### config.mk
export PLATFORM = sky130hd
export DESIGN_NAME = mem_requester
export DESIGN_NICKNAME = d
export VERILOG_FILES = /design/src/rtl/mem_requester.sv
export SDC_FILE = /design/constraint.sdc
export NUM_CORES = 1
export LEC_CHECK = 0
export BUFFER_PORTS_ARGS = -buffer_cell sky130_fd_sc_hd__buf_4
export CAP_MARGIN = 10
export CORE_MARGIN = 3
export CORE_UTILIZATION = 35
export DETAILED_ROUTE_END_ITERATION = 8
export PLACE_DENSITY = 0.69
export SLEW_MARGIN = 20
export SYNTH_ARGS = -nofsm -noshare
export SYNTH_HDL_FRONTEND = slang
export SYNTH_SLANG_ARGS = --single-unit
export TNS_END_PERCENT = 100
### constraint.sdc
create_clock -name clk -period 2.2 [get_ports clk]
set_input_delay 0.33 -clock clk [delete_from_list [all_inputs] [get_ports clk]]
set_output_delay 0.33 -clock clk [all_outputs]
set_load 0.05 [all_outputs]
### src/rtl/mem_requester.sv
`default_nettype none
// ============================================================================
// Module   : mem_requester
// Brief    : Bus initiator; one load/store at a time, with alignment, target
//            error and timeout detection, and sign/zero extension of loads.
// Revision : 1.0 - initial release
// ============================================================================
module mem_requester #(
    parameter int ADDR_W  = 32,
    parameter int WORD_W  = 32,
    parameter int TIMEOUT = 16,
    localparam int MEM_COUNT_W = 2,
    localparam int MEM_CODE_W  = 2
) (
    input  logic                   clk,
    input  logic                   rst,
    input  logic                   i_cmd_valid,
    output logic                   o_cmd_ready,
    input  logic [ADDR_W-1:0]      i_cmd_addr,
    input  logic [WORD_W-1:0]      i_cmd_wr_data,
    input  logic                   i_cmd_wr_en,
    input  logic [MEM_COUNT_W-1:0] i_cmd_count,
    input  logic                   i_cmd_signed,
    output logic [ADDR_W-1:0]      o_req_addr,
    output logic [WORD_W-1:0]      o_req_wr_data,
    output logic                   o_req_wr_en,
    output logic [MEM_COUNT_W-1:0] o_req_count,
    input  logic [WORD_W-1:0]      i_res_rd_data,
    input  logic [MEM_CODE_W-1:0]  i_res_code,
    output logic                   o_rsp_valid,
    input  logic                   i_rsp_ready,
    output logic [WORD_W-1:0]      o_rsp_data,
    output logic [1:0]             o_rsp_err
);

    localparam logic [MEM_COUNT_W-1:0] MEM_COUNT_NONE = 2'd0;
    localparam logic [MEM_COUNT_W-1:0] MEM_COUNT_BYTE = 2'd1;
    localparam logic [MEM_COUNT_W-1:0] MEM_COUNT_HALF = 2'd2;
    localparam logic [MEM_COUNT_W-1:0] MEM_COUNT_WORD = 2'd3;

    // Code 3 is "busy": the target has not finished yet.
    localparam logic [MEM_CODE_W-1:0] MEM_CODE_INVALID = 2'd0;
    localparam logic [MEM_CODE_W-1:0] MEM_CODE_READ    = 2'd1;
    localparam logic [MEM_CODE_W-1:0] MEM_CODE_WRITE   = 2'd2;

    localparam logic [1:0] ERR_OK       = 2'd0;
    localparam logic [1:0] ERR_MISALIGN = 2'd1;
    localparam logic [1:0] ERR_TARGET   = 2'd2;
    localparam logic [1:0] ERR_TIMEOUT  = 2'd3;

    localparam logic [1:0] S_IDLE  = 2'd0;
    localparam logic [1:0] S_ISSUE = 2'd1;
    localparam logic [1:0] S_RESP  = 2'd2;

    localparam logic [7:0] WAIT_LAST = 8'(TIMEOUT - 1);

    logic [1:0]             r_state, w_state_nxt;
    logic [7:0]             r_wait_cnt, w_wait_cnt_nxt;
    logic                   r_signed, w_signed_nxt;
    logic [ADDR_W-1:0]      r_req_addr, w_req_addr_nxt;
    logic [WORD_W-1:0]      r_req_wr_data, w_req_wr_data_nxt;
    logic                   r_req_wr_en, w_req_wr_en_nxt;
    logic [MEM_COUNT_W-1:0] r_req_count, w_req_count_nxt;
    logic                   r_rsp_valid, w_rsp_valid_nxt;
    logic [WORD_W-1:0]      r_rsp_data, w_rsp_data_nxt;
    logic [1:0]             r_rsp_err, w_rsp_err_nxt;

    logic                   w_misalign;
    logic [WORD_W-1:0]      w_store_data;
    logic [WORD_W-1:0]      w_load_data;

    assign o_cmd_ready   = (r_state == S_IDLE) && !rst;
    assign o_req_addr    = r_req_addr;
    assign o_req_wr_data = r_req_wr_data;
    assign o_req_wr_en   = r_req_wr_en;
    assign o_req_count   = r_req_count;
    assign o_rsp_valid   = r_rsp_valid;
    assign o_rsp_data    = r_rsp_data;
    assign o_rsp_err     = r_rsp_err;

    assign w_misalign = ((i_cmd_count == MEM_COUNT_HALF) && i_cmd_addr[0]) ||
                        ((i_cmd_count == MEM_COUNT_WORD) && (i_cmd_addr[1:0] != 2'b00));

    always_comb begin
        w_store_data = i_cmd_wr_data;
        case (i_cmd_count)
            MEM_COUNT_BYTE: w_store_data = {{(WORD_W-8){1'b0}}, i_cmd_wr_data[7:0]};
            MEM_COUNT_HALF: w_store_data = {{(WORD_W-16){1'b0}}, i_cmd_wr_data[15:0]};
            default:        w_store_data = i_cmd_wr_data;
        endcase
    end

    always_comb begin
        w_load_data = i_res_rd_data;
        case (r_req_count)
            MEM_COUNT_BYTE: w_load_data = {{(WORD_W-8){r_signed & i_res_rd_data[7]}},
                                           i_res_rd_data[7:0]};
            MEM_COUNT_HALF: w_load_data = {{(WORD_W-16){r_signed & i_res_rd_data[15]}},
                                           i_res_rd_data[15:0]};
            default:        w_load_data = i_res_rd_data;
        endcase
    end

    always_comb begin
        w_state_nxt       = r_state;
        w_wait_cnt_nxt    = r_wait_cnt;
        w_signed_nxt      = r_signed;
        w_req_addr_nxt    = r_req_addr;
        w_req_wr_data_nxt = r_req_wr_data;
        w_req_wr_en_nxt   = r_req_wr_en;
        w_req_count_nxt   = r_req_count;
        w_rsp_valid_nxt   = r_rsp_valid;
        w_rsp_data_nxt    = r_rsp_data;
        w_rsp_err_nxt     = r_rsp_err;

        case (r_state)
            S_IDLE: begin
                if (i_cmd_valid) begin
                    if (w_misalign || (i_cmd_count == MEM_COUNT_NONE)) begin
                        w_state_nxt     = S_RESP;
                        w_rsp_valid_nxt = 1'b1;
                        w_rsp_data_nxt  = '0;
                        w_rsp_err_nxt   = w_misalign ? ERR_MISALIGN : ERR_OK;
                    end else begin
                        w_state_nxt       = S_ISSUE;
                        w_wait_cnt_nxt    = 8'd0;
                        w_signed_nxt      = i_cmd_signed;
                        w_req_addr_nxt    = i_cmd_addr;
                        w_req_wr_data_nxt = w_store_data;
                        w_req_wr_en_nxt   = i_cmd_wr_en;
                        w_req_count_nxt   = i_cmd_count;
                    end
                end
            end

            S_ISSUE: begin
                // Completion wins over timeout when both land on the same edge.
                if ((r_req_wr_en && (i_res_code == MEM_CODE_WRITE)) ||
                    (!r_req_wr_en && (i_res_code == MEM_CODE_READ))) begin
                    w_state_nxt     = S_RESP;
                    w_rsp_valid_nxt = 1'b1;
                    w_rsp_data_nxt  = r_req_wr_en ? '0 : w_load_data;
                    w_rsp_err_nxt   = ERR_OK;
                end else if ((i_res_code == MEM_CODE_INVALID) ||
                             (i_res_code == MEM_CODE_READ) ||
                             (i_res_code == MEM_CODE_WRITE)) begin
                    w_state_nxt     = S_RESP;
                    w_rsp_valid_nxt = 1'b1;
                    w_rsp_data_nxt  = '0;
                    w_rsp_err_nxt   = ERR_TARGET;
                end else if (r_wait_cnt == WAIT_LAST) begin
                    w_state_nxt     = S_RESP;
                    w_rsp_valid_nxt = 1'b1;
                    w_rsp_data_nxt  = '0;
                    w_rsp_err_nxt   = ERR_TIMEOUT;
                end else begin
                    w_wait_cnt_nxt = r_wait_cnt + 8'd1;
                end

                if (w_state_nxt == S_RESP) begin
                    w_req_addr_nxt    = '0;
                    w_req_wr_data_nxt = '0;
                    w_req_wr_en_nxt   = 1'b0;
                    w_req_count_nxt   = MEM_COUNT_NONE;
                end
            end

            S_RESP: begin
                if (i_rsp_ready) begin
                    w_state_nxt     = S_IDLE;
                    w_rsp_valid_nxt = 1'b0;
                    w_rsp_data_nxt  = '0;
                    w_rsp_err_nxt   = ERR_OK;
                end
            end

            default: begin
                w_state_nxt = S_IDLE;
            end
        endcase
    end

    always_ff @(posedge clk) begin
        if (rst) begin
            r_state       <= S_IDLE;
            r_wait_cnt    <= 8'd0;
            r_signed      <= 1'b0;
            r_req_addr    <= '0;
            r_req_wr_data <= '0;
            r_req_wr_en   <= 1'b0;
            r_req_count   <= MEM_COUNT_NONE;
            r_rsp_valid   <= 1'b0;
            r_rsp_data    <= '0;
            r_rsp_err     <= ERR_OK;
        end else begin
            r_state       <= w_state_nxt;
            r_wait_cnt    <= w_wait_cnt_nxt;
            r_signed      <= w_signed_nxt;
            r_req_addr    <= w_req_addr_nxt;
            r_req_wr_data <= w_req_wr_data_nxt;
            r_req_wr_en   <= w_req_wr_en_nxt;
            r_req_count   <= w_req_count_nxt;
            r_rsp_valid   <= w_rsp_valid_nxt;
            r_rsp_data    <= w_rsp_data_nxt;
            r_rsp_err     <= w_rsp_err_nxt;
        end
    end

endmodule
`default_nettype wire

# == Yosys cells after proc, flatten, opt, wreduce, memory -nomap -nowiden ==
# Cells that the tools add are included.
# op_classes
n_addsub,1
eq_ne,20
muxes,53
n_bitwise,3
reduce_logical,23
# ops
op,n
2-to-1 mux 32 bit,12
one-hot mux 32 bit (2 select lines),4
one-hot mux 32 bit (3 select lines),1
2-to-1 mux 8 bit,5
2-to-1 mux 2 bit,15
one-hot mux 8 bit (2 select lines),1
"!= test 2 bit, second input constant",7
"== test 2 bit, second input constant",6
one-hot mux 2 bit (3 select lines),2
2-to-1 mux 1 bit,10
"adder 8 x 1 -> 8 bit, second input constant",1
"== test 2 x 1 -> 1 bit, second input constant",4
"== test 8 x 4 -> 1 bit, second input constant",1
zero test 2 bit,3
AND reduction 6 bit,1
logical AND 1 bit,5
logical OR 1 bit,5
AND reduction 5 bit,1
"!= test 4 bit, second input constant",1
one-hot mux 2 bit (2 select lines),1
AND reduction 4 bit,1
nonzero test 2 bit,2
one-hot mux 1 bit (3 select lines),1
AND reduction 3 bit,1
7 further kinds,9
# word_totals
ff_bits,113
inputBits,106
wordCells,110

# == Depth between registers and ports, before layout ==
# logic_depth
word_depth,9
depth_mapped,8
ltp_nobuf,6

# == Worst setup path after synthesis ==
# Ideal clock, no wire load.
# synth_path
kind,reg2reg
from,register r_wait_cnt[5]
to,"register r_rsp_valid, in the netlist o_rsp_valid"
setup_time_ns,0.121
arrival_ns,2.140
required_ns,2.079
path_slack_ns,-0.061
path_stages_with_launch,5
cell_sequence,dfxtp_1 or4_4 o2111a_2 a2111oi_4 mux2_4
# synth_via
elab_chain_len,3
# synth_rtl
item,line,text
"start, declared",58,"logic [7:0] r_wait_cnt, w_wait_cnt_nxt;"
"start signal, assigned",197,r_wait_cnt <= w_wait_cnt_nxt;
== test 8 x 4 -> 1 bit,151,end else if (r_wait_cnt == WAIT_LAST) begin
!= test 4 bit (no line),-,
AND reduction 5 bit (no line),-,
"end signal, assigned",203,r_rsp_valid <= w_rsp_valid_nxt;
"end, declared",64,"logic r_rsp_valid, w_rsp_valid_nxt;"
# Every way passes these cells.
# A chain may end at the register's enable or synchronous reset.

# == Worst setup path after layout ==
# layout_path
from,register r_wait_cnt[6]
to,"register r_rsp_data[12], in the netlist o_rsp_data[12]"
# layout_via
elab_chain_len,3
# layout_rtl
item,line,text
== test 8 x 4 -> 1 bit,151,
!= test 4 bit (no line),-,
AND reduction 5 bit (no line),-,
"end signal, assigned",204,r_rsp_data <= w_rsp_data_nxt;
"end, declared",65,"logic [WORD_W-1:0] r_rsp_data, w_rsp_data_nxt;"
# Every way passes these cells.

==> results.toml <==
[min_path]
min-delay-path-class = "input port to register"
min_to = "o_req_addr[20]$_SDFFE_PP0P_"
min_from = "i_cmd_addr[20]"
worstHoldPathCells = 2

[routing]
dr.first_iter.drc_count = 189
ant_nets = 0
wl_per_cell_um = 16.09
via_per_inst = 5.098
dr.pass1.iters = 4
vias = 4491
routed_wl_mm = 14.18
drc_errors = 0

[cells_and_area]
drive_gt1_frac = 0.3957
final_cell_mix = "buf_4 (225), dfxtp_1 (112), nand2_1 (72), mux2i_1 (52), a32o_1 (51)"
ff_latch_area_um2 = 2263
fillers = 1175
final_cells = 881
syn2layout_area_growth_pct = 52.32
multi_input_area_um2 = 2328
antenna_cells = 0
nets = 808
mostFrequentLayoutCell = "buf_4"

[clock_tree]
path_clk_slew_ns = 0.05
hold_buffers = 0
numClockSinks = 113
clk_path_buf_depth = 2
cts-root-buf = "clkbuf_16"
cts_tree = "yes"
numCtsBuffers = 17
h-tree-depth = 4
clock_latency_ns = 0.41

[yosys]
synth_nets = 599
yosysWarnings = 0
synth_area_um2 = 4778
ys_seq_area_frac = 0.4734
syn-instance-count = 483
synth_cell_types = 42
netlist_top_cells_area = "dfxtp_1 (47%), mux2i_1 (11%), a32o_1 (11%)"
synth_top_area_frac = 0.4734
yosys.area.top_type = "dfxtp_1"
synth-seq-cells = 113
syn_avg_cell_area_um2 = 9.893

[sta]
finalHoldViolations = 0
period_needed_ns = 2.107
slew_headroom = 0.4282
setup_viol = 0
fin_skew_ns = 0.007537
fin_tns_setup_ns = 0
worst_slack_ns = 0.09340
slew_violations = 0
fin_crit_sh = 0.9575
clock.fmax_ghz = 0.4747
holdWs_ns = 0.1253
rsz0062_at_grt = "no"
worst_slew_pin_slew_ns = 0.8539

[power_and_ir_drop]
power_density_nw_per_um2 = 902.7
ir_drop_uv = 630.8
p_leak_nw = 3.280

[die]
chipHeight_um = 122.8
core_area_um2 = 13300
initial_utilization = 0.3594
row_count = 42
die_x_um = 122.8
ios = 209
die-area_um2 = 15090

[flow_run]
maxCapViolCount = 0

[global_route]
grt_pass1_wl_mm = 21.72
grt_usage = 0.1855
overflow = 0
grt_pass1_vias = 4555
grt_max_degree = 50
antenna_found_initial = 0

[critical_path]
r2r_slack_ns = 0.09
r2r_cells = 5
cp-end-kind = "register"
worstSetupStartpointType = "register"
cp.required_ns = 2.49
timing.rr.end = "o_rsp_data[12]$_SDFFE_PP0P_"
crit_fanout = 18
cp_data_arrival_time_ns = 2.40
r2r-start = "r_wait_cnt[6]$_SDFFE_PP0P_"
crit_type = "register to register"

[place]
place_ws_ns = 0.009007
io_buffer_count = 208
gp_congestion = 0.8408
dp.cells = 848
hpwlAfterDp_mm = 10.30

[status]
outcome = "complete, no violations"
[report_power, final]
group	switching (mW)	internal [mW]
Clock	0.936	2.09
Combinational	0.792	0.534
Sequential	0.0637	2.15
Total	1.79	4.78
[how the worst max path moves through the flow]
| stage | start | to | slack [ns] | depth (start not counted) |
|---|---|---|---|---|
| 6_report | r_wait_cnt[6]$_SDFFE_PP0P_ | o_rsp_data[12]$_SDFFE_PP0P_ | 0.09 | 5 |
| 5_1_grt | r_state[1]$_SDFFE_PP0P_ | o_rsp_data[23]$_SDFFE_PP0P_ | 0.01 | 9 |
| 4_1_cts | r_wait_cnt[6]$_SDFFE_PP0P_ | o_rsp_data[12]$_SDFFE_PP0P_ | 0.008 | 5 |
| 3_5_place_dp | r_wait_cnt[6]$_SDFFE_PP0P_ | o_rsp_data[12]$_SDFFE_PP0P_ | 0.009 | 5 |
| 3_3_place_gp | i_cmd_count[0] | o_rsp_data[10]$_SDFFE_PP0P_ | 0.05 | 8 |
| 2_1_floorplan | r_state[0]$_SDFFE_PP0P_ | o_req_wr_data[16]$_SDFFE_PP0P_ | 0.007 | 8 |
[layout make-up]
cell class                      instances  area share
Clock inverter                         10     0.02476
Sequential cell                       113      0.3110
Inverter                               11    0.005845
Timing Repair Buffer                  229      0.2431
Multi-Input combinational cell        320      0.3199
Clock buffer                           22     0.06515
Tap cell                              176     0.03026
[state kept, by name, indices dropped and copies added (netlist names)]
register,cells
o_req_count,2
r_wait_cnt,8
o_rsp_data,32
o_req_addr,32
r_signed,1
o_rsp_valid,1
o_req_wr_en,1
o_req_wr_data,32
o_rsp_err,2
r_state,2
[what timing repair did]
item | in CTS | in global routing
resized for setup | 0 | 4
setup buffers | 0 | 1
endpoints found under the setup margin | 0 | 52
hold endpoints to repair | 0 | 0
[kinds of logic (layout without fill, tap and decap cells)]
logic type,Yosys count,after routing,synth area share
and+or+nand+nor,162,162,0.1644
DFF,113,113,0.4734
AOI/OAI and AO/OA,87,87,0.1623
muxes,61,61,0.1309
buffers and inverters,50,272,0.04268
adders and majority gates,10,10,0.02618
[Yosys cell counts]
cell type	n
clkbuf_1	32
dfxtp_1	113
o2111a_2	1
nand2b_1	18
nor3_1	3
a21o_1	2
a2111oi_4	1
nor2_1	12
buf_2	4
a21bo_2	1
inv_1	11
nand3_1	28
or4_4	1
mux2_2	8
buf_8	1
a22o_1	1
buf_1	2
a2111oi_0	1
o21ai_1	2
o21ai_0	3
o211ai_1	1
ha_1	10
and3b_1	1
mux2i_1	52
a32o_1	51
and4b_1	1
or2_2	2
or3_1	2
a21boi_1	1
a22o_2	1
nand4_1	3
a21oi_1	13
nand3b_1	6
a211oi_1	5
a2111o_1	1
o2111a_1	1
mux2_4	1
and4_1	1
and3_1	1
nor2b_1	11
o21bai_1	1
nand2_1	72
[metal layers]
layer / share of wire / wire (um) / global-route usage
met1: 0.38 / 5435 / 0.1978
met2: 0.51 / 7277 / 0.3194
met3: 0.078 / 1102 / 0.08387
met4: 0.025 / 361 / 0.07278
met5: 0 / 0 / 0
[per-stage QoR]
stage	instance area [um2]	util	power [mW]
2_1_floorplan	4782	-	3.090
3_3_place_gp	6604	0.4967	3.553
3_5_place_dp	6604	0.4967	3.578
4_1_cts	7258	0.5459	6.627
5_1_grt	7278	0.5474	6.815
6_report	7278	0.5474	6.570
[critical path: stages, from the launching register on]
cell and delay (ns):
dfxtp_1 0.34, or4_4 0.53, o2111a_2 0.31, a2111o_1 0.34
buf_12 0.18, mux2_2 0.28
No activity file was read; power rests on OpenSTA's default activity.
